## src/rtl/punc_control.sv

```systemverilog
// PUnC LC3 control FSM: fetch/decode/execute sequencing, datapath strobes, retired-instruction count.
// Strobes are combinational from state and IR feedback; optional reserved-opcode trap via PUNC_ILLEGAL_TRAP_EN.
module punc_control (
  input  logic        clk,
  input  logic        rst,
  input  logic [3:0]  opcode,
  input  logic        bitfive,
  input  logic        biteleven,
  input  logic        br_enable,
  input  logic [2:0]  pc_instr,
  output logic        ir_ld,
  output logic        decode,
  output logic [1:0]  extend,
  output logic [1:0]  op1,
  output logic        op2,
  output logic [2:0]  result,
  output logic        rf_w_en,
  output logic [1:0]  pc_select,
  output logic        branch,
  output logic [2:0]  mem_read_loc,
  output logic [1:0]  mem_write_loc,
  output logic        mem_w_en,
  output logic        halted,
  output logic        illegal_op,
  output logic [15:0] instr_count
);

  localparam logic [3:0] OP_BR   = 4'b0000;
  localparam logic [3:0] OP_ADD  = 4'b0001;
  localparam logic [3:0] OP_LD   = 4'b0010;
  localparam logic [3:0] OP_ST   = 4'b0011;
  localparam logic [3:0] OP_JSR  = 4'b0100;
  localparam logic [3:0] OP_AND  = 4'b0101;
  localparam logic [3:0] OP_LDR  = 4'b0110;
  localparam logic [3:0] OP_STR  = 4'b0111;
  localparam logic [3:0] OP_NOT  = 4'b1001;
  localparam logic [3:0] OP_LDI  = 4'b1010;
  localparam logic [3:0] OP_STI  = 4'b1011;
  localparam logic [3:0] OP_JMP  = 4'b1100;
`ifdef PUNC_ILLEGAL_TRAP_EN
  localparam logic [3:0] OP_RSV  = 4'b1101;
`endif
  localparam logic [3:0] OP_LEA  = 4'b1110;
  localparam logic [3:0] OP_TRAP = 4'b1111;

  typedef enum logic [2:0] {
    S_FETCH  = 3'd0,
    S_DECODE = 3'd1,
    S_EXEC   = 3'd2,
    S_EXEC2  = 3'd3,
    S_HALT   = 3'd4
  } state_t;

  state_t state;

  // IR[8:6] carries no decode information for this controller.
  logic unused_pc_instr;
  assign unused_pc_instr = ^pc_instr;

  always_ff @(posedge clk or negedge rst) begin
    if (!rst) begin
      state       <= S_FETCH;
      instr_count <= 16'd0;
      halted      <= 1'b0;
      illegal_op  <= 1'b0;
    end else begin
      case (state)
        S_FETCH:  state <= S_DECODE;
        S_DECODE: state <= S_EXEC;
        S_EXEC: begin
          if (opcode == OP_TRAP) begin
            state  <= S_HALT;
            halted <= 1'b1;
          end
`ifdef PUNC_ILLEGAL_TRAP_EN
          else if (opcode == OP_RSV) begin
            state      <= S_HALT;
            halted     <= 1'b1;
            illegal_op <= 1'b1;
          end
`endif
          else if (opcode == OP_LDI) begin
            state <= S_EXEC2;
          end else begin
            state       <= S_FETCH;
            instr_count <= instr_count + 16'd1;
          end
        end
        S_EXEC2: begin
          state       <= S_FETCH;
          instr_count <= instr_count + 16'd1;
        end
        S_HALT:  state <= S_HALT;
        default: state <= S_FETCH;
      endcase
    end
  end

  // Strobes are gated by rst so nothing reaches the datapath during reset.
  always_comb begin
    ir_ld         = 1'b0;
    decode        = 1'b0;
    extend        = 2'd0;
    op1           = 2'd0;
    op2           = 1'b0;
    result        = 3'd0;
    rf_w_en       = 1'b0;
    pc_select     = 2'd0;
    branch        = 1'b0;
    mem_read_loc  = 3'd0;
    mem_write_loc = 2'd0;
    mem_w_en      = 1'b0;
    if (rst) begin
      case (state)
        S_FETCH:  ir_ld  = 1'b1;
        S_DECODE: decode = 1'b1;
        S_EXEC: begin
          case (opcode)
            OP_ADD, OP_AND: begin
              op1     = 2'd2;
              op2     = bitfive;
              result  = (opcode == OP_ADD) ? 3'd1 : 3'd2;
              rf_w_en = 1'b1;
            end
            OP_NOT: begin
              result  = 3'd3;
              rf_w_en = 1'b1;
            end
            OP_LEA: begin
              op1     = 2'd3;
              op2     = 1'b1;
              extend  = 2'd2;
              result  = 3'd1;
              rf_w_en = 1'b1;
            end
            OP_BR: begin
              if (br_enable) begin
                pc_select = 2'd2;
                extend    = 2'd2;
                branch    = 1'b1;
              end
            end
            OP_JMP: pc_select = 2'd1;
            OP_JSR: begin
              if (biteleven) begin
                pc_select = 2'd2;
                extend    = 2'd3;
              end else begin
                pc_select = 2'd3;
              end
              result  = 3'd5;
              rf_w_en = 1'b1;
            end
            OP_LD: begin
              mem_read_loc = 3'd1;
              extend       = 2'd2;
              result       = 3'd4;
              rf_w_en      = 1'b1;
            end
            OP_LDR: begin
              mem_read_loc = 3'd2;
              extend       = 2'd1;
              result       = 3'd4;
              rf_w_en      = 1'b1;
            end
            OP_LDI: begin
              mem_read_loc = 3'd3;
              extend       = 2'd2;
            end
            OP_ST: begin
              mem_write_loc = 2'd1;
              extend        = 2'd2;
              mem_w_en      = 1'b1;
            end
            OP_STR: begin
              mem_write_loc = 2'd2;
              extend        = 2'd1;
              mem_w_en      = 1'b1;
            end
            OP_STI: begin
              mem_write_loc = 2'd3;
              extend        = 2'd2;
              mem_w_en      = 1'b1;
            end
            default: ;
          endcase
        end
        S_EXEC2: begin
          mem_read_loc = 3'd4;
          result       = 3'd4;
          rf_w_en      = 1'b1;
        end
        default: ;
      endcase
    end
  end

endmodule

```

## config.mk

```make
export PLATFORM = sky130hd
export DESIGN_NAME = punc_control
export DESIGN_NICKNAME = d
export VERILOG_FILES = /design/src/rtl/punc_control.sv
export SDC_FILE = /design/constraint.sdc
export NUM_CORES = 1
export LEC_CHECK = 0
export ABC_AREA = 1
export CORE_MARGIN = 4
export CORE_UTILIZATION = 47
export CTS_BUF_LIST = sky130_fd_sc_hd__clkbuf_4
export DETAILED_ROUTE_END_ITERATION = 8
export PLACE_DENSITY = 0.88
export SYNTH_ARGS = -nofsm -noshare
export SYNTH_HDL_FRONTEND = slang
export SYNTH_SLANG_ARGS = --single-unit
```

## constraint.sdc

```tcl
create_clock -name clk -period 1.5 [get_ports clk]
set_input_delay 0.3 -clock clk [delete_from_list [all_inputs] [get_ports clk]]
set_output_delay 0.3 -clock clk [all_outputs]
set_load 0.005 [all_outputs]
```

==> reports/metrics.yaml <==
p_leak_nw: 1.60
reg2reg_depth: 11
chipHeight_um: 64
overflow: 0
cp_data_required_time_ns: 1.20
synth_top_area_cell: "dfrtp_1"
synth_top_area_share_pct: 34.0
cpMostUsedCell: "inv_2"
fp-row-count: 20
gp_congestion: 0.943
post-route-util_pct: 89.9
diodes: 0
cts-root-buf: "clkbuf_4"
clkLatencyLatePin_ns: 0.33
critical_path_buf_inv_count: 5
synth_fp_nets: 242
viasPerCell: 5.52
crit_slowest_cell: "dfrtp_1"
crit_type: "reg2out"
grt_max_degree: 21
rrSetupSlack_ns: -0.21
r2r-start: "state[2]"
io-pin-count: 50
numCtsBuffers: 3
path_cells: "inv_2 -> nand2_2 -> inv_2 -> nand2_4 -> nor2_4 -> buf_6 -> inv_6 -> nor4_4 -> buf_2"
drc: 0
critPathLaunchType: "flip-flop"
path_depth: 9
skew_ns: 0.0120
synthCells: 229
cts_tree: "done"
p_per_area_nw_per_um2: 1140
crit_family: "buffers and inverters"
ys_seq_area_share_pct: 34.0
hp-class: "in2async"
grt_setup_unrepaired: "true"
clock-sinks: 20
routed_wl_mm: 6.66
outcome: "finished with violations"
crit_path_max_incr_delay_ns: 0.42
drtIter0Drc: 271
cts.hold.buffers_added: 0
antenna_found_initial: 0
die-area_um2: 4100
synth.avg_cell_area_um2: 6.44
arrival_ns: 1.66
wl_per_cell_um: 16.9
period_minus_slack_ns: 1.96
chipWidth_um: 64
period_share_pct: 131
maxSlewViolCount: 0
fp.coreArea_um2: 3030
finish.instance_area_um2: 2720
syn_area_um2: 1470
endpoint_kind: "primary output"
start_util_pct: 48.7
final_nets: 363
dr_total_vias: 2169
fmax_mhz: 510
dpl.hpwl_mm: 3.28
peakVddDrop_mv: 0.848
grt_first_pass_wirelength_mm: 9.06
ant_nets: 0
yosysWarningCount: 1
first_pass_iters: 6
fin_ws_ns: -0.460
drive_above_1_share_pct: 46.7
portBuffers: 45
clk_pin_slew_ns: 0.14
grt_pass1_vias: 2044
grt_usage_pct: 28.0
cts.path.max_buffers: 2
synth-seq-cells: 20
hold_viol_final: 0
critPathLaunch: "state[2]"
maxCapViolations: 0
setup_violations: 38
h-tree-depth: 1
placed_cell_area_um2: 2200
area_growth_pct: 84.6
path_max_fanout: 7
failed_checks: "negative setup slack"
synth_cell_types: 25
ys_top_cells_by_area: "dfrtp_1 (34%), nand2_1 (23%), nor2_1 (8.4%)"
## power by group
| part | switching (W) | internal (W) | total (W) |
|---|---|---|---|
| sequential | 0.0000526 | 0.000626 | 0.000678 |
| combinational | 0.000991 | 0.000958 | 0.00195 |
| clock | 0.000204 | 0.000271 | 0.000475 |
| total | 0.00125 | 0.00185 | 0.00310 |
## layer usage
metal,share of wire (%),wire (µm),GRT usage (%),vias up
li1,-,-,-,956
met1,36,2400,29.5,1032
met2,51,3380,53.3,139
met3,6.6,437,4.57,42
met4,6.6,441,12.9,0
met5,0,0,0,-
## worst paths after layout
| check | end |
|---|---|
| worst max-delay path | mem_read_loc[1] |
| worst min-delay path | instr_count[14] |
| worst max register to register | instr_count[14] |
| worst min register to register | halted |
| max in group asynchronous | instr_count[2] |
| min in group clk | halted |
## state kept, by name (all words and copies together), names as in the netlist
register and flops:
state 3, instr_count 16, halted 1
## cells in the mapped netlist
cell	n
dfrtp_1	20
nand4_1	5
inv_4	1
ha_1	1
nor4_1	2
conb_1	1
inv_2	5
a21oi_1	2
nand2_2	6
nor2_1	33
xor2_1	2
buf_6	3
a211oi_1	1
nor2_2	2
inv_1	21
xnor2_1	6
buf_4	1
nand3_4	2
o21a_1	1
nor2_4	1
nand2_1	92
o21ai_0	8
o211ai_1	1
nor3_1	5
nand3_1	7
## cell usage in the layout, fill, tap and decap left out, types with 6 or more instances in the layout
master,instances
nand2_1,72
dfrtp_1,16
dlymetal6s2s_1,15
nor2_1,26
inv_2,9
buf_4,61
buf_2,20
xnor2_1,6
nand3_1,7
inv_1,16
nand2_2,24
buf_6,11
nor2_4,6
## area by class of cell
cell class	instances	area, µm²
Clock buffer	3	22.5
Timing Repair inverter	1	6.26
Clock inverter	1	30.0
Multi-Input combinational cell	179	1010
Inverter	27	114
Sequential cell	20	505
Timing Repair Buffer	118	973
Tap cell	44	55.1
Fill cell	132	307
## cells by family after synthesis
family	synth area share, %
flip-flops	34.0
buffers and inverters	9.85
XOR/XNOR	4.75
adder cells (fa/ha/maj)	0.849
other	0.254
AO/OA/AOI/OAI	4.92
AND/OR/NAND/NOR	45.4
## per-stage QoR
stage	TNS, ns	power, W	instances	setup slack [ns]	hold slack [ns]
floorplan	0	0.00130	229	0.105	0.00441
global placement	-19.48	0.00186	347	-0.780	0.448
CTS	-5.61	0.00279	384	-0.358	0.137
global route	-12.18	0.00324	393	-0.548	0.113
detailed placement	-20.97	0.00190	347	-0.834	0.470
finish	-9.35	0.00310	393	-0.460	0.117
## timing repair
| action | 4_1_cts | 5_1_grt |
|---|---|---|
| cloned | 2 | 0 |
| endpoints found under the setup margin | 50 | 53 |
| buffers inserted | 32 | 12 |
| resized for setup | 128 | 53 |
| pin swaps | 10 | 25 |
Power figures use the tool's default switching activity.
